<file path="config.mk">
export PLATFORM = sky130hd
export DESIGN_NAME = operation_result_buffer
export DESIGN_NICKNAME = d
export VERILOG_FILES = /design/src/rtl/operation_result_buffer.sv
export SDC_FILE = /design/constraint.sdc
export NUM_CORES = 1
export LEC_CHECK = 0
export CAP_MARGIN = 0
export CORE_MARGIN = 10
export CORE_UTILIZATION = 57
export CTS_CLUSTER_DIAMETER = 200
export DETAILED_ROUTE_END_ITERATION = 8
export DONT_BUFFER_PORTS = 1
export HOLD_SLACK_MARGIN = 0.15
export PLACE_DENSITY = 0.77
export SYNTH_ARGS = -nofsm -noshare
export SYNTH_HDL_FRONTEND = slang
export SYNTH_SLANG_ARGS = --single-unit
export TNS_END_PERCENT = 20
</file>
<file path="constraint.sdc">
create_clock -name clk -period 1.95 [get_ports clk]
set_input_delay 0.4875 -clock clk [delete_from_list [all_inputs] [get_ports clk]]
set_output_delay 0.4875 -clock clk [all_outputs]
set_load 0.005 [all_outputs]
</file>
<file path="src/rtl/operation_result_buffer.sv">
// Small result FIFO behind the AND/OR/XOR operation stage. Each entry captures the
// selected result, its population count and the op code at write time.
module operation_result_buffer #(
  parameter int unsigned WIDTH = 16,
  parameter int unsigned DEPTH = 4
) (
  input  logic                     clk,
  input  logic                     rst_n,
  input  logic [WIDTH-1:0]         ab_and,
  input  logic [WIDTH-1:0]         ab_or,
  input  logic [WIDTH-1:0]         ab_xor,
  input  logic [1:0]               op_sel,
  input  logic                     in_valid,
  output logic                     in_ready,
  input  logic                     clear,
  output logic                     out_valid,
  input  logic                     out_ready,
  output logic [WIDTH-1:0]         out_data,
  output logic [$clog2(WIDTH):0]   out_ones,
  output logic [1:0]               out_op,
  output logic [$clog2(DEPTH):0]   count,
  output logic                     op_err
);

  localparam int unsigned AW = $clog2(DEPTH);
  localparam int unsigned CW = AW + 1;
  localparam int unsigned OW = $clog2(WIDTH) + 1;

  logic [WIDTH-1:0] data_mem [DEPTH];
  logic [OW-1:0]    ones_mem [DEPTH];
  logic [1:0]       op_mem   [DEPTH];

  logic [AW-1:0] wr_ptr_q, wr_ptr_d;
  logic [AW-1:0] rd_ptr_q, rd_ptr_d;
  logic [CW-1:0] count_q, count_d;
  logic          op_err_q, op_err_d;

  logic [WIDTH-1:0] sel_data;
  logic [OW-1:0]    sel_ones;
  logic             push, pop;

  // Handshake flags depend only on registered occupancy.
  assign in_ready  = (count_q != CW'(DEPTH));
  assign out_valid = (count_q != '0);
  assign push      = in_valid && in_ready;
  assign pop       = out_valid && out_ready;

  always_comb begin
    sel_data = '0;
    case (op_sel)
      2'b00:   sel_data = ab_and;
      2'b01:   sel_data = ab_or;
      2'b10:   sel_data = ab_xor;
      default: sel_data = '0;
    endcase
  end

  always_comb begin
    sel_ones = '0;
    for (int i = 0; i < WIDTH; i++) begin
      sel_ones = sel_ones + OW'(sel_data[i]);
    end
  end

  always_comb begin
    wr_ptr_d = wr_ptr_q;
    rd_ptr_d = rd_ptr_q;
    count_d  = count_q;
    op_err_d = op_err_q;
    if (clear) begin
      wr_ptr_d = '0;
      rd_ptr_d = '0;
      count_d  = '0;
      op_err_d = 1'b0;
    end else begin
      if (push) wr_ptr_d = wr_ptr_q + 1'b1;
      if (pop)  rd_ptr_d = rd_ptr_q + 1'b1;
      case ({push, pop})
        2'b10:   count_d = count_q + 1'b1;
        2'b01:   count_d = count_q - 1'b1;
        default: count_d = count_q;
      endcase
      if (push && (op_sel == 2'b11)) op_err_d = 1'b1;
    end
  end

  always_ff @(posedge clk or negedge rst_n) begin
    if (!rst_n) begin
      wr_ptr_q <= '0;
      rd_ptr_q <= '0;
      count_q  <= '0;
      op_err_q <= 1'b0;
    end else begin
      wr_ptr_q <= wr_ptr_d;
      rd_ptr_q <= rd_ptr_d;
      count_q  <= count_d;
      op_err_q <= op_err_d;
    end
  end

  // Storage has no reset; only pointers and occupancy define what is visible.
  always_ff @(posedge clk) begin
    if (push && !clear) begin
      data_mem[wr_ptr_q] <= sel_data;
      ones_mem[wr_ptr_q] <= sel_ones;
      op_mem[wr_ptr_q]   <= op_sel;
    end
  end

  assign out_data = out_valid ? data_mem[rd_ptr_q] : '0;
  assign out_ones = out_valid ? ones_mem[rd_ptr_q] : '0;
  assign out_op   = out_valid ? op_mem[rd_ptr_q]   : '0;
  assign count    = count_q;
  assign op_err   = op_err_q;

endmodule

</file>
==> out/results.tsv <==
stage	metric	value	unit
run_status	status	finished with violations	
run_status	failing checks	setup timing	
route	uppermost layer routed	met4	
critical_path	FF-to-FF setup slack	0.03	ns
layout	Area Growth Syn to Fin	15.1	%
synthesis	Most used DFF post-synth	edfxtp_1	
sta	fmax	279	MHz
synthesis	asr flop ratio synth	8.00	%
placed_design	I/O Buffers	0	
min_path	hold path depth	1	
critical_path	path depth of the worst reg2reg path	5	
route	WL/cell	23.1	um
critical_path	Reg-to-Reg End	count[1]	
pwr	power per standard cell area	1090	nW/um^2
synthesis	cells after synthesis	311	
pwr	Leak	2.03	nW
placed_design	placed cell areas	5260	sq um
placed_design	DP Wirelength	7810	um
cts	Worst-Skew Late Latency	0.37	ns
cts	CTS Buf Count	9	
global_routing	largest net degree at the start of global routing	26	
cts	root buffer cell	clkbuf_8	
sta	Pins Over Slew Limit	0	
sta	final hold vios	0	
cts	Clock transition at path regs	0.09	ns
synthesis	Synth Area in Simple Gates	7.60	%
route	Routed Antenna Nets	0	
critical_path	Critical R2R Launch	count[0]	
layout	fill count	574	
min_path	Hold/Removal Path Class	in2reg	
sta	Final period util	184	%
global_routing	GRT overflow	0	
synthesis	largest family of logic cells by synthesized area	multiplexers	
synthesis	EDFF count, synth	92	
placed_design	GPL Wtd Cong	0.781	
global_routing	GRT Util Overall	17.0	%
pwr	VDD IR max	0.000610	V
die	Die W	112	um
cts	htree depth	3	
route	met3 WL	765	um
sta	Slew @ Worst Pin	0.386	ns
route	mean number of vias per cell	5.91	
pwr	overall power	6.14	mW
layout	fin util	67.9	%
die	Core Area	8260	sq um
route	met2 wire length	5760	um
synthesis	XOR/XNOR Fraction of Synth Area	0.899	%
layout	most frequent cells in the layout	edfxtp_1, buf_4, mux4_2, nor2b_1	
critical_path	crit path from	op_sel[1]	
critical_path	Crit. End Element	flip-flop	
cts	clk buf depth	2	
critical_path	Data arrival, critical path	3.71	ns
synthesis	complex-gate fraction of the synthesized area	6.03	%
die	IO Count	84	
synthesis	Yosys reg bits	100	
synthesis	Seq/Total Area, Yosys	60.8	%
cts	CTS tree	done	
min_path	HP Start	clear	
layout	n_diodes	0	
global_routing	first-pass GRT wire length	16500	um
layout	most common cell after layout, fill and taps aside	edfxtp_1	
route	Initial DRT Pass Iterations	4	
layout	share of cells above drive strength 1	30.2	%
route	final wirelength	10500	um
die	initial core utilization	59.0	%
critical_path	crit path max fanout	25	
route	DR vias	2693	
die	Chip Height	112	um
layout	Final Net Count	421	
synthesis	adder-cell area share of the yosys netlist	6.83	%
synthesis	syn_area_per_cell	15.7	sq um
route	Post-route DRC	0	
layout	post-route cell area	5610	sq um
synthesis	Ys Warns	0	
min_path	WHS Endpoint	wr_ptr_q[1]	
synthesis	Distinct cells, synth	40	
sta	Rel. slew slack	73.6	%
cts	Num Clock Sinks	100	
route	wire length on met1	3920	um
route	initial DRC count	126	
die	Rows	33	
job	max_cap viols	0	
synthesis	mux cell area share after synthesis	13.9	%
global_routing	vias in the first global route	2922	
critical_path	Req. time, crit path	2.07	ns
global_routing	antenna violations before repair	0	
sta	setup ws final	-1.64	ns
die	Die ar.	12600	sq um
synthesis	Post-Syn Nets	386	
sta	RSZ-0062 raised after global routing	true	
sta	Clock Skew	0.00691	ns
sta	minimum clock period	3.59	ns
critical_path	WS Path Type	in2reg	
critical_path	element type at the critical path start	primary input	
placed_design	Cells after DPL	435	
synthesis	Cell Area, Synth	4870	sq um
sta	setup violators final	43	
layout	Final Non-Filler Cells	456	
-- layout make-up --
cell class	instances	area (sq um)	share of cell area [%]
Sequential cell	100	2960	52.8
Clock inverter	7	82.6	1.47
Tap cell	105	131	2.34
Multi-Input combinational cell	177	1820	32.5
Timing Repair Buffer	44	433	7.72
Clock buffer	9	124	2.21
Inverter	14	52.6	0.937
-- critical path, stage by stage --
cell and delay, ns:
nor2b_4 0.13, buf_6 0.14, nand2_4 0.05, o21a_1 0.12
fa_1 0.56, fa_1 0.43, fa_1 0.49, inv_1 0.05
fa_1 0.48, ha_4 0.18, fa_2 0.35, a21oi_2 0.15
nor2b_2 0.07
-- worst max path at each step --
| stage | end | slack [ns] | cells past startpoint |
|---|---|---|---|
| 2_1_floorplan | ones_mem[0][3] | -2.11 | 14 |
| 3_3_place_gp | ones_mem[2][4] | -2.05 | 14 |
| 3_5_place_dp | ones_mem[2][4] | -2.08 | 14 |
| 4_1_cts | ones_mem[0][4] | -1.62 | 13 |
| 5_1_grt | ones_mem[0][4] | -1.72 | 13 |
| 6_report | ones_mem[0][4] | -1.64 | 13 |
-- layer usage --
layer / vias to the layer above / GRT usage [%]
li1: 1231 / -
met1: 1381 / 18.7
met2: 74 / 30.5
met3: 7 / 6.34
met4: 0 / 3.64
met5: - / 0
-- registers in the layout (all words and copies together), names as in the netlist --
signal / count
count: 3
op_err: 1
op_mem: 8
data_mem: 64
wr_ptr_q: 2
ones_mem: 20
rd_ptr_q: 2
-- where the power goes --
group	total, mW	switching, mW	leakage (nW)	internal, mW
Clock	1.35	0.736	0.0980	0.610
Sequential	2.73	0.0496	0.954	2.68
Combinational	2.06	1.05	0.982	1.01
-- cell usage after synthesis, types with 8 or more instances --
cell type / n / area share (%)
fa_1: 11 / 4.5
mux4_2: 23 / 11
edfxtp_1: 92 / 57
buf_2: 12 / 1.2
o21ai_1: 12 / 1.2
nor2_1: 14 / 1.1
ha_1: 9 / 2.3
inv_1: 12 / 0.92
nand2_1: 9 / 0.69
mux2i_1: 16 / 3.3
a21oi_1: 14 / 1.4
a21o_1: 8 / 1.2
dfrtp_1: 8 / 4.1
nor2b_1: 25 / 3.2
-- cells by family (layout without fill, tap and decap cells) --
kind of cell / Yosys count / in the layout
buffers and inverters: 34 / 74
XOR/XNOR: 5 / 5
multiplexers: 39 / 39
flip-flops: 100 / 100
AO/OA/AOI/OAI: 47 / 47
adder cells (fa/ha/maj): 20 / 20
AND/OR/NAND/NOR: 66 / 66
-- through the flow --
stage               hold slack [ns]  setup TNS [ns]  worst slack, ns
floorplan                     0.192          -42.99            -2.11
global placement              0.192          -38.93            -2.05
detailed placement            0.192          -39.51            -2.08
CTS                           0.155          -35.44            -1.62
global route                  0.156          -38.33            -1.72
finish                        0.176          -34.78            -1.64
-- repair_timing --
item,in CTS,in global routing
hold buffers,1,1
endpoints found under the hold margin,8,1
setup endpoints to repair,45,46
buffers inserted,2,1
pin swaps,11,6
resized for setup,19,6
(Power assumes the default switching activity.)
